<file path="src/rtl/host_fifo_agent.sv">
`default_nettype none
// ---------------------------------------------------------------------------
// host_fifo_agent : packs host commands into the command FIFO and decodes
// response words into shadow channel/TX/RX registers.   Rev 1.0
// ---------------------------------------------------------------------------
module host_fifo_agent (
  input  logic        clk,
  input  logic        rst,
  input  logic        cmd_valid_i,
  output logic        cmd_ready_o,
  input  logic [1:0]  cmd_kind_i,
  input  logic [31:0] cmd_data_i,
  output logic        cmd_err_o,
  input  logic        cmd_fifo_full_i,
  output logic [33:0] cmd_fifo_wdata_o,
  output logic        cmd_fifo_winc_o,
  input  logic        rsp_fifo_empty_i,
  input  logic [33:0] rsp_fifo_rdata_i,
  output logic        rsp_fifo_rinc_o,
  output logic        sh_channel_o,
  output logic [15:0] sh_tx_config_o,
  output logic        sh_tx_status_o,
  output logic [15:0] sh_rx_config_o,
  output logic [15:0] sh_rx_status_o,
  output logic [31:0] sh_rx_data_o,
  output logic        upd_channel_o,
  output logic        upd_tx_config_o,
  output logic        upd_tx_status_o,
  output logic        upd_rx_config_o,
  output logic        upd_rx_status_o,
  output logic        rx_data_valid_o
);

  localparam logic [1:0] C_MOD_CONFIG  = 2'd0;
  localparam logic [1:0] C_MOD_DATA    = 2'd1;
  localparam logic [1:0] C_MOD_STATUS  = 2'd2;
  localparam logic [1:0] C_MOD_CHANNEL = 2'd3;

  typedef enum logic [1:0] {C_IDLE = 2'd0, C_HOLD = 2'd1, C_WRITE = 2'd2} cmd_state_t;
  typedef enum logic {R_IDLE = 1'b0, R_POP = 1'b1} rsp_state_t;

  cmd_state_t  cmd_state_q;
  rsp_state_t  rsp_state_q;
  logic [33:0] wdata_q;
  logic        winc_q;
  logic        err_q;

  logic        rinc_q;
  logic        channel_q;
  logic [15:0] tx_config_q;
  logic        tx_status_q;
  logic [15:0] rx_config_q;
  logic [15:0] rx_status_q;
  logic [31:0] rx_data_q;
  logic        upd_channel_q;
  logic        upd_tx_config_q;
  logic        upd_tx_status_q;
  logic        upd_rx_config_q;
  logic        upd_rx_status_q;
  logic        rx_data_valid_q;

  logic [1:0]  w_rsp_mod;
  logic [31:0] w_rsp_data;

  assign w_rsp_mod  = rsp_fifo_rdata_i[33:32];
  assign w_rsp_data = rsp_fifo_rdata_i[31:0];

  // Command path: STATUS is not a writable register, so it is swallowed with an error pulse.
  always_ff @(posedge clk or posedge rst) begin
    if (rst) begin
      cmd_state_q <= C_IDLE;
      wdata_q     <= 34'd0;
      winc_q      <= 1'b0;
      err_q       <= 1'b0;
    end else begin
      winc_q <= 1'b0;
      err_q  <= 1'b0;
      case (cmd_state_q)
        C_IDLE: begin
          if (cmd_valid_i) begin
            if (cmd_kind_i == C_MOD_STATUS) begin
              err_q <= 1'b1;
            end else begin
              wdata_q     <= {cmd_kind_i, cmd_data_i};
              cmd_state_q <= C_HOLD;
            end
          end
        end
        C_HOLD: begin
          if (!cmd_fifo_full_i) begin
            winc_q      <= 1'b1;
            cmd_state_q <= C_WRITE;
          end
        end
        C_WRITE: cmd_state_q <= C_IDLE;
        default: cmd_state_q <= C_IDLE;
      endcase
    end
  end

  // Response path: routing of STATUS/CONFIG uses the channel confirmed before this word.
  always_ff @(posedge clk or posedge rst) begin
    if (rst) begin
      rsp_state_q     <= R_IDLE;
      rinc_q          <= 1'b0;
      channel_q       <= 1'b0;
      tx_config_q     <= 16'd0;
      tx_status_q     <= 1'b0;
      rx_config_q     <= 16'd0;
      rx_status_q     <= 16'd0;
      rx_data_q       <= 32'd0;
      upd_channel_q   <= 1'b0;
      upd_tx_config_q <= 1'b0;
      upd_tx_status_q <= 1'b0;
      upd_rx_config_q <= 1'b0;
      upd_rx_status_q <= 1'b0;
      rx_data_valid_q <= 1'b0;
    end else begin
      rinc_q          <= 1'b0;
      upd_channel_q   <= 1'b0;
      upd_tx_config_q <= 1'b0;
      upd_tx_status_q <= 1'b0;
      upd_rx_config_q <= 1'b0;
      upd_rx_status_q <= 1'b0;
      rx_data_valid_q <= 1'b0;
      case (rsp_state_q)
        R_IDLE: begin
          if (!rsp_fifo_empty_i) begin
            rinc_q      <= 1'b1;
            rsp_state_q <= R_POP;
            case (w_rsp_mod)
              C_MOD_CHANNEL: begin
                channel_q     <= w_rsp_data[0];
                upd_channel_q <= 1'b1;
              end
              C_MOD_DATA: begin
                rx_data_q       <= w_rsp_data;
                rx_data_valid_q <= 1'b1;
              end
              C_MOD_STATUS: begin
                if (channel_q) begin
                  rx_status_q     <= w_rsp_data[15:0];
                  upd_rx_status_q <= 1'b1;
                end else begin
                  tx_status_q     <= w_rsp_data[0];
                  upd_tx_status_q <= 1'b1;
                end
              end
              default: begin
                if (channel_q) begin
                  rx_config_q     <= w_rsp_data[15:0];
                  upd_rx_config_q <= 1'b1;
                end else begin
                  tx_config_q     <= w_rsp_data[15:0];
                  upd_tx_config_q <= 1'b1;
                end
              end
            endcase
          end
        end
        default: rsp_state_q <= R_IDLE;
      endcase
    end
  end

  assign cmd_ready_o      = (cmd_state_q == C_IDLE);
  assign cmd_err_o        = err_q;
  assign cmd_fifo_wdata_o = wdata_q;
  assign cmd_fifo_winc_o  = winc_q;
  assign rsp_fifo_rinc_o  = rinc_q;
  assign sh_channel_o     = channel_q;
  assign sh_tx_config_o   = tx_config_q;
  assign sh_tx_status_o   = tx_status_q;
  assign sh_rx_config_o   = rx_config_q;
  assign sh_rx_status_o   = rx_status_q;
  assign sh_rx_data_o     = rx_data_q;
  assign upd_channel_o    = upd_channel_q;
  assign upd_tx_config_o  = upd_tx_config_q;
  assign upd_tx_status_o  = upd_tx_status_q;
  assign upd_rx_config_o  = upd_rx_config_q;
  assign upd_rx_status_o  = upd_rx_status_q;
  assign rx_data_valid_o  = rx_data_valid_q;

endmodule
`default_nettype wire

</file>
<file path="config.mk">
export PLATFORM = sky130hd
export DESIGN_NAME = host_fifo_agent
export DESIGN_NICKNAME = d
export VERILOG_FILES = /design/src/rtl/host_fifo_agent.sv
export SDC_FILE = /design/constraint.sdc
export NUM_CORES = 1
export LEC_CHECK = 0
export ABC_AREA = 1
export CORE_ASPECT_RATIO = 0.7
export CORE_UTILIZATION = 30
export CTS_CLUSTER_SIZE = 28
export DETAILED_ROUTE_END_ITERATION = 10
export GPL_TIMING_DRIVEN = 1
export SLEW_MARGIN = 20
export SYNTH_ARGS = -nofsm -noshare
export SYNTH_HDL_FRONTEND = slang
export SYNTH_SLANG_ARGS = --single-unit
export TNS_END_PERCENT = 1
</file>
<file path="constraint.sdc">
create_clock -name clk -period 8.8 [get_ports clk]
set_input_delay 1.32 -clock clk [delete_from_list [all_inputs] [get_ports clk]]
set_output_delay 1.32 -clock clk [all_outputs]
set_load 0.005 [all_outputs]
</file>
==> impl_metrics.tcl <==
set metrics [dict create \
    power_density_nw_per_um2 275 \
    vdd_drop_max_v 0.000120 \
    synth_top_family_by_area "simple AND/OR/NAND/NOR gates" \
    cts_buffers 17 \
    dpl_worst_slack_ps 5390 \
    clock_path_buffers 2 \
    dp_hpwl_microns 11000 \
    finalSetupTns_ps 0 \
    yosysWarnings 0 \
    cp-start-kind "flip-flop" \
    cp.arrival_ps 2200 \
    fin_hold_ws_ps 467 \
    ys_types 16 \
    intPower_w 0.00155 \
    core_sq_um 16400 \
    synth_cells 544 \
    synth_compound_area_share_pct 0 \
    first_iter_violations 362 \
    final_cells 968 \
    post_cts_buffers 0 \
    first_pass_iters 4 \
    fmax_mhz 284 \
    area_growth_pct 53.8 \
    synthMuxAreaShare_pct 0 \
    viasPerCell 4.75 \
    drc 0 \
    period_needed_ps 3520 \
    yosysSeqAreaShare_pct 62.7 \
    num_rows 39 \
    worst_skew_pair.late_latency_ps 410 \
    grt_max_degree 78 \
    synth_area_leaders "dfrtp_1 63%, nand2_1 20%, nand4_1 10%, buf_2 1.9%, buf_6 0.89%" \
    grt_pass1_vias 4624 \
    clk_pin_slew_ps 50 \
    p_sw_share_pct 27.7 \
    max-cap-violations 0 \
    syn_nets 617 \
    skew_ps 4.77 \
    clockPowerShare_pct 32.6 \
    switching_power_w 0.000595 \
    finalHoldViolCount 0 \
    grt_first_pass_wirelength_microns 25500 \
    seqPwrFrac_pct 39.2 \
    yosysTopAreaCell "dfrtp_1" \
    cts.sinks 127 \
    worst_slack_ps 5280 \
    antenna_found_initial 0 \
    synth_fa_ha_area_share_pct 0 \
    fin_util_pct 47.6 \
    synth_xor_area_share_pct 0 \
    die_area_sq_um 17400 \
    htreeDepth 4 \
    endpoint_kind "primary output" \
    required_ps 7480 \
    num_io_pins 199 \
    num_vias 4598 \
    p_leak_nw 3.77 \
    nNetsFinal 804 \
    portBuffers 198 \
    maxSlewViolCount 0 \
    placed_cells 936 \
    worstPathMaxFanout 37 \
    cts_tree "yes" \
    hp-class "flip-flop to flip-flop" \
    yosysTopAreaCellShare_pct 62.7 \
    cts.repair.resized 0 \
    synth_seq_cells 127 \
    finalWirelength_microns 16200 \
    rsz0062_at_grt "false" \
    timing.final.crit_share_pct 39.9 \
    synth_area_sq_um 5070 \
    start_util_pct 30.9 \
    power_frac_comb_pct 28.3 \
    clockRootBuffer "clkbuf_16" \
    drive_gt1_share_pct 6.19 \
    status "completed" \
    die_w_microns 157 \
    hold_buffers 0 \
    die_y_microns 111 \
    setup_viol 0 \
    grt.overflow.total 0 \
    ant_nets 0 \
    slew_headroom_pct 40.6 \
    antenna_cells 0 \
    wl_per_cell_microns 16.7 \
    track_usage_pct 19.3 \
    synth-simple-area-share_pct 32.5 \
    worstMarginPinSlew_ps 888 \
    avgSynthCellArea_sq_um 9.32 \
    criticalPathCategory "flip-flop to primary output" \
    gp_congestion 0.790 \
]
==> synth_stat cells, drive strengths merged <==
| master | count |
|---|---|
| dfrtp | 127 |
| buf | 27 |
| nor2 | 8 |
| nand4 | 83 |
| clkbuf | 10 |
| nand2 | 269 |
| nand3 | 8 |
| inv | 12 |
==> state kept, by name, summed over array words and instances, names as in the netlist, 2 cells and up <==
| name | cells |
|---|---|
| sh_rx_status_o | 16 |
| sh_tx_config_o | 16 |
| cmd_fifo_wdata_o | 34 |
| sh_rx_data_o | 32 |
| sh_rx_config_o | 16 |
| cmd_state_q | 2 |
==> layout by cell type (no fill, tap or decap) <==
cell type and instances:
nor2_4 4, inv_2 4, nand3_2 3, clkinv_2 4, inv_1 7, buf_4 6
nand3_1 4, dfrtp_1 127, nand4_1 83, clkbuf_1 5, clkbuf_8 2, buf_16 1
clkdlybuf4s50_1 198, nand2_1 269, nand3_4 1, nor2_1 4, inv_4 1, clkbuf_16 17
bufinv_16 3
==> cells by family (layout without fill, tap and decap cells) <==
group,after synthesis,in the layout
buffers and inverters,49,248
AND/OR/NAND/NOR,368,368
flip-flops,127,127
==> worst max-delay path: stages (launching register included) <==
cell	delay, ps
dfrtp_1	420
nor2_4	710
clkdlybuf4s50_1	650
==> path summary, 6_finish.rpt <==
kind	to	cells after the start	start	slack, ps
max	cmd_ready_o	2	cmd_state_q[0]$_DFFE_PP0P_	5280
min	cmd_fifo_wdata_o[28]$_DFFE_PP0P_	2	cmd_fifo_wdata_o[28]$_DFFE_PP0P_	470
max reg2reg	cmd_fifo_wdata_o[1]$_DFFE_PP0P_	4	cmd_state_q[0]$_DFFE_PP0P_	6400
min reg2reg	cmd_fifo_wdata_o[28]$_DFFE_PP0P_	2	cmd_fifo_wdata_o[28]$_DFFE_PP0P_	470
max in group asynchronous	cmd_fifo_wdata_o[9]$_DFFE_PP0P_	4	rst	6270
min in group asynchronous	sh_rx_data_o[23]$_DFFE_PP0P_	2	rst	1370
==> through the flow <==
step / power [W] / cell area [sq um]
2_1_floorplan: 0.00103 / 5070
3_3_place_gp: 0.00144 / 7190
3_5_place_dp: 0.00146 / 7190
4_1_cts: 0.00217 / 7770
5_1_grt: 0.00227 / 7800
6_report: 0.00215 / 7800
==> power by group through the flow <==
stage | Combinational [W] | Clock (W) | Sequential (W)
floorplan | 0.000182 | 0 | 0.000844
detailed placement | 0.000611 | 0 | 0.000847
CTS | 0.000614 | 0.000716 | 0.000842
global route | 0.000667 | 0.000743 | 0.000862
finish | 0.000607 | 0.000699 | 0.000841
global placement | 0.000600 | 0 | 0.000844
==> routing by layer <==
metal | track usage, % | vias up | share of wire, %
met1 | 26.0 | 2236 | 46
li1 | - | 2169 | -
met2 | 28.8 | 172 | 45
met3 | 5.90 | 21 | 7.5
met4 | 7.57 | 0 | 1.9
met5 | 0 | - | 0
==> area by class of cell <==
type | count | area [sq um]
fill | 1566 | 8600
sequential | 127 | 3180
timing repair buffer | 205 | 2050
multi-input combinational | 368 | 1660
clock buffer | 24 | 472
tap | 225 | 282
clock inverter | 7 | 110
inverter | 12 | 47.5
Power figures use the tool's default switching activity.
